File: src/rtl/geofence_poly.sv
// Point-in-convex-polygon engine: sorts NUM_VERT vertices clockwise around V0, then edge-tests the target.
// Optional feature macro: GEOFENCE_ONEDGE_EN enables the on_edge boundary report.
module geofence_poly #(
    parameter int COORD_W  = 10,
    parameter int NUM_VERT = 6
) (
    input  logic               clk,
    input  logic               reset,
    input  logic               in_valid,
    output logic               in_ready,
    input  logic [COORD_W-1:0] X,
    input  logic [COORD_W-1:0] Y,
    output logic               valid,
    output logic               is_inside,
    output logic               on_edge
);
    localparam int IW = $clog2(NUM_VERT);
    localparam int DW = COORD_W + 1;
    localparam int PW = 2 * COORD_W + 2;
    localparam int CW = 2 * COORD_W + 3;
    localparam logic [IW-1:0] LAST_V = IW'(NUM_VERT - 1);
    localparam logic [IW-1:0] LAST_J = IW'(NUM_VERT - 2);
    localparam logic [IW-1:0] LAST_P = IW'(NUM_VERT - 3);

    typedef enum logic [3:0] {
        IDLE  = 4'd0,
        RECV  = 4'd1,
        S_VEC = 4'd2,
        S_MUL = 4'd3,
        S_SWP = 4'd4,
        E_VEC = 4'd5,
        E_MUL = 4'd6,
        E_CHK = 4'd7,
        DONE  = 4'd8
    } state_t;

    function automatic logic signed [DW-1:0] vec_diff(input logic [COORD_W-1:0] p,
                                                      input logic [COORD_W-1:0] q);
        return $signed({1'b0, p}) - $signed({1'b0, q});
    endfunction

    // Sign-extended products keep the full range, so the difference never overflows.
    function automatic logic signed [CW-1:0] cross_prod(input logic signed [DW-1:0] ux,
                                                        input logic signed [DW-1:0] uy,
                                                        input logic signed [DW-1:0] wx,
                                                        input logic signed [DW-1:0] wy);
        logic signed [PW-1:0] p1;
        logic signed [PW-1:0] p2;
        p1 = PW'(ux) * PW'(wy);
        p2 = PW'(wx) * PW'(uy);
        return CW'(p1) - CW'(p2);
    endfunction

    state_t                 state_r, next_state_s;
    logic [COORD_W-1:0]     tx_r, ty_r;
    logic [COORD_W-1:0]     vx_r [NUM_VERT];
    logic [COORD_W-1:0]     vy_r [NUM_VERT];
    logic [IW-1:0]          cnt_r, pass_r, edge_r;
    logic [IW-1:0]          jn_s, en_s;
    logic signed [DW-1:0]   ax_r, ay_r, bx_r, by_r;
    logic signed [CW-1:0]   c_r;
    logic                   c_neg_s;
    logic                   fail_r;
    logic                   in_ready_r, valid_r, is_inside_r;

    assign jn_s      = cnt_r + IW'(1);
    assign en_s      = (edge_r == LAST_V) ? {IW{1'b0}} : edge_r + IW'(1);
    assign c_neg_s   = c_r[CW-1];
    assign in_ready  = in_ready_r & ~reset;
    assign valid     = valid_r & ~reset;
    assign is_inside = is_inside_r & ~reset;

    // State register.
    always_ff @(posedge clk) begin
        if (reset) begin
            state_r <= IDLE;
        end else begin
            state_r <= next_state_s;
        end
    end

    // Next-state logic.
    always_comb begin
        next_state_s = state_r;
        case (state_r)
            IDLE:  if (in_valid) next_state_s = RECV; else next_state_s = IDLE;
            RECV:  if (in_valid && cnt_r == LAST_V) next_state_s = S_VEC; else next_state_s = RECV;
            S_VEC: next_state_s = S_MUL;
            S_MUL: next_state_s = S_SWP;
            S_SWP: if (cnt_r == LAST_J && pass_r == LAST_P) next_state_s = E_VEC;
                   else next_state_s = S_VEC;
            E_VEC: next_state_s = E_MUL;
            E_MUL: next_state_s = E_CHK;
            E_CHK: if (edge_r == LAST_V) next_state_s = DONE; else next_state_s = E_VEC;
            DONE:  next_state_s = IDLE;
            default: next_state_s = IDLE;
        endcase
    end

    // Vertex store, shared vector/cross datapath, fail flag and registered outputs.
    always_ff @(posedge clk) begin
        if (reset) begin
            for (int k = 0; k < NUM_VERT; k++) begin
                vx_r[k] <= {COORD_W{1'b0}};
                vy_r[k] <= {COORD_W{1'b0}};
            end
            tx_r        <= {COORD_W{1'b0}};
            ty_r        <= {COORD_W{1'b0}};
            cnt_r       <= {IW{1'b0}};
            pass_r      <= {IW{1'b0}};
            edge_r      <= {IW{1'b0}};
            ax_r        <= {DW{1'b0}};
            ay_r        <= {DW{1'b0}};
            bx_r        <= {DW{1'b0}};
            by_r        <= {DW{1'b0}};
            c_r         <= {CW{1'b0}};
            fail_r      <= 1'b0;
            in_ready_r  <= 1'b1;
            valid_r     <= 1'b0;
            is_inside_r <= 1'b0;
        end else begin
            in_ready_r  <= (next_state_s == IDLE) || (next_state_s == RECV);
            valid_r     <= 1'b0;
            is_inside_r <= 1'b0;
            case (state_r)
                IDLE: begin
                    if (in_valid) begin
                        tx_r   <= X;
                        ty_r   <= Y;
                        cnt_r  <= {IW{1'b0}};
                        fail_r <= 1'b0;
                    end
                end
                RECV: begin
                    if (in_valid) begin
                        vx_r[cnt_r] <= X;
                        vy_r[cnt_r] <= Y;
                        if (cnt_r == LAST_V) begin
                            cnt_r  <= IW'(1);
                            pass_r <= {IW{1'b0}};
                            edge_r <= {IW{1'b0}};
                        end else begin
                            cnt_r <= cnt_r + IW'(1);
                        end
                    end
                end
                S_VEC: begin
                    ax_r <= vec_diff(vx_r[cnt_r], vx_r[0]);
                    ay_r <= vec_diff(vy_r[cnt_r], vy_r[0]);
                    bx_r <= vec_diff(vx_r[jn_s], vx_r[0]);
                    by_r <= vec_diff(vy_r[jn_s], vy_r[0]);
                end
                S_MUL, E_MUL: begin
                    c_r <= cross_prod(ax_r, ay_r, bx_r, by_r);
                end
                S_SWP: begin
                    // Non-negative cross means Vj+1 is not clockwise of Vj: swap.
                    if (!c_neg_s) begin
                        vx_r[cnt_r] <= vx_r[jn_s];
                        vy_r[cnt_r] <= vy_r[jn_s];
                        vx_r[jn_s]  <= vx_r[cnt_r];
                        vy_r[jn_s]  <= vy_r[cnt_r];
                    end
                    if (cnt_r == LAST_J) begin
                        cnt_r  <= IW'(1);
                        pass_r <= pass_r + IW'(1);
                    end else begin
                        cnt_r <= jn_s;
                    end
                end
                E_VEC: begin
                    ax_r <= vec_diff(tx_r, vx_r[edge_r]);
                    ay_r <= vec_diff(ty_r, vy_r[edge_r]);
                    bx_r <= vec_diff(vx_r[en_s], vx_r[edge_r]);
                    by_r <= vec_diff(vy_r[en_s], vy_r[edge_r]);
                end
                E_CHK: begin
                    if (c_neg_s) fail_r <= 1'b1;
                    if (edge_r == LAST_V) begin
                        valid_r     <= 1'b1;
                        is_inside_r <= !(fail_r || c_neg_s);
                    end else begin
                        edge_r <= edge_r + IW'(1);
                    end
                end
                default: begin
                end
            endcase
        end
    end

`ifdef GEOFENCE_ONEDGE_EN
    logic zero_r;
    logic on_edge_r;
    logic c_zero_s;

    assign c_zero_s = (c_r == {CW{1'b0}});
    assign on_edge  = on_edge_r & ~reset;

    // Zero-cross flag: an inside target with a collinear edge lies on that edge.
    always_ff @(posedge clk) begin
        if (reset) begin
            zero_r    <= 1'b0;
            on_edge_r <= 1'b0;
        end else begin
            on_edge_r <= 1'b0;
            if (state_r == IDLE && in_valid) begin
                zero_r <= 1'b0;
            end else if (state_r == E_CHK) begin
                if (c_zero_s) zero_r <= 1'b1;
                if (edge_r == LAST_V) begin
                    on_edge_r <= !(fail_r || c_neg_s) && (zero_r || c_zero_s);
                end
            end
        end
    end
`else
    assign on_edge = 1'b0;
`endif

endmodule

File: config.mk
export PLATFORM = sky130hd
export DESIGN_NAME = geofence_poly
export DESIGN_NICKNAME = d
export VERILOG_FILES = /design/src/rtl/geofence_poly.sv
export SDC_FILE = /design/constraint.sdc
export NUM_CORES = 1
export LEC_CHECK = 0
export BUFFER_PORTS_ARGS = -buffer_cell sky130_fd_sc_hd__clkbuf_2
export CORE_MARGIN = 2
export CORE_UTILIZATION = 40
export DETAILED_ROUTE_END_ITERATION = 12
export PLACE_DENSITY = 0.63
export REMOVE_ABC_BUFFERS = 1
export SLEW_MARGIN = 10
export SYNTH_ARGS = -nofsm -noshare
export SYNTH_HDL_FRONTEND = slang
export SYNTH_SLANG_ARGS = --single-unit
export TNS_END_PERCENT = 20
File: constraint.sdc
create_clock -name clk -period 7.87 [get_ports clk]
set_input_delay 1.574 -clock clk [delete_from_list [all_inputs] [get_ports clk]]
set_output_delay 1.574 -clock clk [all_outputs]
set_load 0.05 [all_outputs]
==> reports/qor_table.md <==
| Step | Item | Value |
|:---|:---|:---|
| clock network | CTS tree | yes |
| pwr | Part of the total power dissipated in sequential elements | 41.4% |
| routing | Post-DR vias/cell | 5.63 |
| clock network | Clock sink count | 248 |
| yosys | Sequential share of the synthesized area | 23.5% |
| timing | Final Setup Violations | 0 |
| worst hold path | Worst hold path startpoint | fail_r |
| timing | Setup clock skew after layout | 0.0281 ns |
| placement | Dpl ws | 1.42 ns |
| pwr | Pwr per Cell Area | 117 nW/um^2 |
| routing | Router iterations before antenna repair | 8 |
| yosys | Post-synth top cells | sky130_fd_sc_hd__inv_1, sky130_fd_sc_hd__nand2_1, sky130_fd_sc_hd__fa_1, sky130_fd_sc_hd__nor2_1, sky130_fd_sc_hd__a21oi_1 |
| routing | Final routed wire length divided by cell count | 21.8 um |
| setup path | Capture instance of the worst register-to-register path | c_r[22] |
| pwr | LEAKAGE | 0.0119 uW |
| routing | Antenna Nets Post-Route | 0 |
| floorplan | Horizontal die dimension | 268 um |
| floorplan | Total Die Area | 71900 sq um |
| pwr | Net Sw Frac | 29.4% |
| floorplan | Total core area | 68800 sq um |
| worst hold path | Number of stages on the worst hold path | 1 |
| yosys | Proportion of netlist area held by the largest area contributor | 20.2% |
| yosys | Combined area of all synthesized cells | 27900 sq um |
| outcome | Status | finished, final reports clean |
| setup path | Max FO, Critical Path | 12 |
| final layout | Net count of the finished layout | 3261 |
| global routing | Vias in the first global route | 21500 |
| yosys | Largest cells by area after synthesis | sky130_fd_sc_hd__fa_1, sky130_fd_sc_hd__edfxtp_1, sky130_fd_sc_hd__mux4_2 |
| placement | Number of placed cells counting well taps | 3689 |
| yosys | Register bit total from synthesis | 248 |
| final layout | Final instance count without filler cells | 3746 |
| pwr | Switching power total | 1030 uW |
| routing | First DRT Iteration DRCs | 2346 |
| setup path | Kind of launch point of the worst setup path | flop |
| global routing | Overflow left after global routing | 0 |
| floorplan | Top-Level Pins | 27 |
| yosys | Share of async-settable or async-resettable flops after synthesis | 0% |
| global routing | All-Layer GR Usage | 23.0% |
| worst hold path | Endpoint, Worst Hold | is_inside_r |
| timing | Upper clock frequency limit | 156 MHz |
| global routing | Global-route wire length before repair | 127000 um |
| clock network | Post-CTS Hold Fix Bufs | 0 |
| setup path | Required time at the worst-slack endpoint | 8.38 ns |
| worst hold path | Min-delay worst type | reg -> reg |
| routing | Total routed wirelength | 81600 um |
| clock network | Clock transition at path regs | 0.08 ns |
| floorplan | Cell Rows | 96 |
| clock network | Post-CTS resize count | 0 |
| clock network | Master cell of the clock root buffer | sky130_fd_sc_hd__clkbuf_16 |
| setup path | Peak per-stage delay on the critical path | 0.64 ns |
| global routing | Initial antenna violation count | 0 |
| floorplan | Initial Utilization | 40.6% |
| yosys | Cell with the most instances after synthesis | sky130_fd_sc_hd__inv_1 |
| yosys | Post-Synthesis Cells | 2860 |
| timing | Worst-margin pin slew | 1.12 ns |
| timing | Period utilization | 81.7% |
| flow run | Count of maximum capacitance violations | 0 |
| global routing | Pin count of the biggest net entering global routing | 51 |
| pwr | Maximum vdd drop | 0.181 mV |
| final layout | Share of cells above drive strength 1 | 11.5% |
| setup path | Crit path kind | reg -> reg |
| setup path | Minimum setup slack among reg-to-reg paths | 1.44 ns |
| yosys | Post-synthesis cell type count | 77 |
| setup path | Arrival time of data at the critical path endpoint | 6.94 ns |
| yosys | Post-synth EDFFs | 160 |
| final layout | Area taken by multi-input logic gates | 19300 sq um |
| timing | Worst Setup Slack, final | 1.44 ns |
| pwr | Design internal power | 2480 uW |
| pwr | Clock power frac | 41.1% |
| placement | GPL Wtd Cong | 0.931 |
| setup path | Worst reg2reg path depth | 20 |
| yosys | Most used flip-flop cell after synthesis | sky130_fd_sc_hd__edfxtp_1 |
| clock network | Number of H-tree levels | 1 |
| routing | Number of vias in the routed layout | 21100 |
| setup path | Cells along the critical path | nand2_1, fa_1, inv_1, fa_1, inv_1, fa_1, fa_1, fa_1, fa_1, inv_1, fa_1, inv_1, ha_1, a211o_1, a21oi_1, o21ai_0, a221o_1, a211oi_1, xnor2_1, a211oi_1 |
| setup path | Cell seen most often among critical-path stages | sky130_fd_sc_hd__fa_1 |
| yosys | Average cell area after synthesis | 9.76 sq um |
| final layout | Number of filler cells placed in the layout | 6542 |
| pwr | Share of total power in combinational logic | 17.5% |
| placement | IO buf count | 25 |
| timing | Setup TNS | 0 ns |
| floorplan | Vertical die dimension | 268 um |
| clock network | Clock latency on the worst-skew pair | 0.61 ns |
| routing | Remaining routing DRC violations | 0 |
| setup path | Highest-delay cell along the critical path | sky130_fd_sc_hd__dfxtp_1 |
| clock network | Bufs on Longest Clock Path | 3 |
| clock network | Number of clock buffers inserted by TritonCTS | 30 |
| clock network | Setup Fix Bufs, Post-CTS | 0 |
| timing | Max transition margin | 25.2% |
| timing | Shortest period the worst path allows | 6.43 ns |
| final layout | Layout Area Growth over Synthesis | 7.28% |
| yosys | Number of warnings reported in the yosys synthesis log | 0 |
| timing | Unrepaired setup endpoints after global routing | false |
| setup path | Setup crit end kind | flop |
| final layout | Area occupied by registers | 6570 sq um |
| placement | Total half-perimeter wirelength after legalization and detailed placement | 60800 um |
| timing | Max Transition Viols Final | 0 |
| timing | Number of hold violations in the final report | 0 |
| yosys | Cell accounting for the most synthesized area | sky130_fd_sc_hd__fa_1 |
| setup path | Reg-to-Reg Start | bx_r[9] |
how the worst max path moves through the flow:
stage | start | endpoint | depth (start not counted)
floorplan | by_r[2] | c_r[22] | 21
global placement | by_r[2] | c_r[22] | 21
detailed placement | bx_r[9] | c_r[22] | 20
CTS | bx_r[9] | c_r[22] | 20
global route | ax_r[10] | c_r[22] | 21
finish | bx_r[9] | c_r[22] | 20
layout by cell type (no fill, tap or decap), types with 18 or more instances in the layout:
cell type and count:
sky130_fd_sc_hd__clkbuf_16 30, sky130_fd_sc_hd__nor2_1 184, sky130_fd_sc_hd__nand2_1 335, sky130_fd_sc_hd__a31oi_1 43, sky130_fd_sc_hd__xnor2_1 59, sky130_fd_sc_hd__o21ai_1 53, sky130_fd_sc_hd__ha_1 165, sky130_fd_sc_hd__a21oi_1 173
sky130_fd_sc_hd__clkbuf_2 24, sky130_fd_sc_hd__fa_1 282, sky130_fd_sc_hd__edfxtp_1 160, sky130_fd_sc_hd__o21a_1 18, sky130_fd_sc_hd__mux4_2 138, sky130_fd_sc_hd__inv_1 385, sky130_fd_sc_hd__dfxtp_1 83, sky130_fd_sc_hd__and2_1 152
sky130_fd_sc_hd__mux2i_1 54, sky130_fd_sc_hd__buf_4 46, sky130_fd_sc_hd__nor3_1 25, sky130_fd_sc_hd__nand2b_1 24, sky130_fd_sc_hd__nor2b_1 37, sky130_fd_sc_hd__o21ai_0 108
per-layer routing:
layer | global-route usage [%] | part of all wire [%]
met5 | 0 | 0
met2 | 38.7 | 48
met3 | 3.16 | 7.6
met1 | 30.6 | 41
met4 | 7.81 | 3.5
power by group through the flow:
stage | Clock, uW | Combinational (uW) | Sequential, uW
global route | 1500 | 666 | 1460
floorplan | 0 | 437 | 1470
detailed placement | 0 | 602 | 1480
global placement | 0 | 600 | 1480
CTS | 1460 | 606 | 1450
finish | 1440 | 615 | 1450
sequential cells by signal (all words and copies together) (netlist names), named ones only:
| signal | cells |
|---|---|
| vx_r | 80 |
| fail_r | 1 |
| tx_r | 10 |
| edge_r | 3 |
| by_r | 11 |
| pass_r | 3 |
| ay_r | 11 |
| valid_r | 1 |
| is_inside_r | 1 |
| bx_r | 11 |
| ty_r | 10 |
| c_r | 1 |
| vy_r | 80 |
| cnt_r | 3 |
| in_ready_r | 1 |
| state_r | 4 |
| ax_r | 11 |
cell type report:
class | instances | share of cell area, %
antenna | 1 | 0.00836
inverter | 386 | 4.84
sequential | 248 | 22.0
clock buffer | 34 | 2.56
multi-input combinational | 2053 | 64.4
clock inverter | 22 | 0.769
timing repair buffer | 71 | 1.62
tap | 931 | 3.89
worst max-delay path: cells and delay by family (launching register included):
family	cells	cell delay (ns)
compound gates	6	1.45
simple gates	1	0.16
buf+inv	4	0.19
xor+xnor	1	0.10
flops	1	0.64
fa+ha+maj	8	3.78
cells by family (layout without fill, tap and decap cells):
family                     count (synthesis)  after routing  share of synthesized area (%)
and+or+nand+nor                          820            820                           13.7
xor gates and xnor gates                  73             73                           2.36
AOI/OAI and AO/OA                        505            505                           10.7
DFF                                      248            248                           23.5
buffers and inverters                    559            513                           7.87
other                                      1              2                         0.0134
muxes                                    206            206                           14.1
adders and majority gates                448            448                           27.7
through the flow:
stage	power, uW	cell area (sq um)	hold WS (ns)	utilization [%]
after detailed placement	2080	28900	0.421	42.1
after CTS	3520	29900	0.432	43.5
after floorplan	1910	27200	0.398	-
after global placement	2080	28900	0.433	42.1
after global routing	3620	29900	0.457	43.5
final	3510	29900	0.421	43.5
Power figures use the tool's default switching activity.
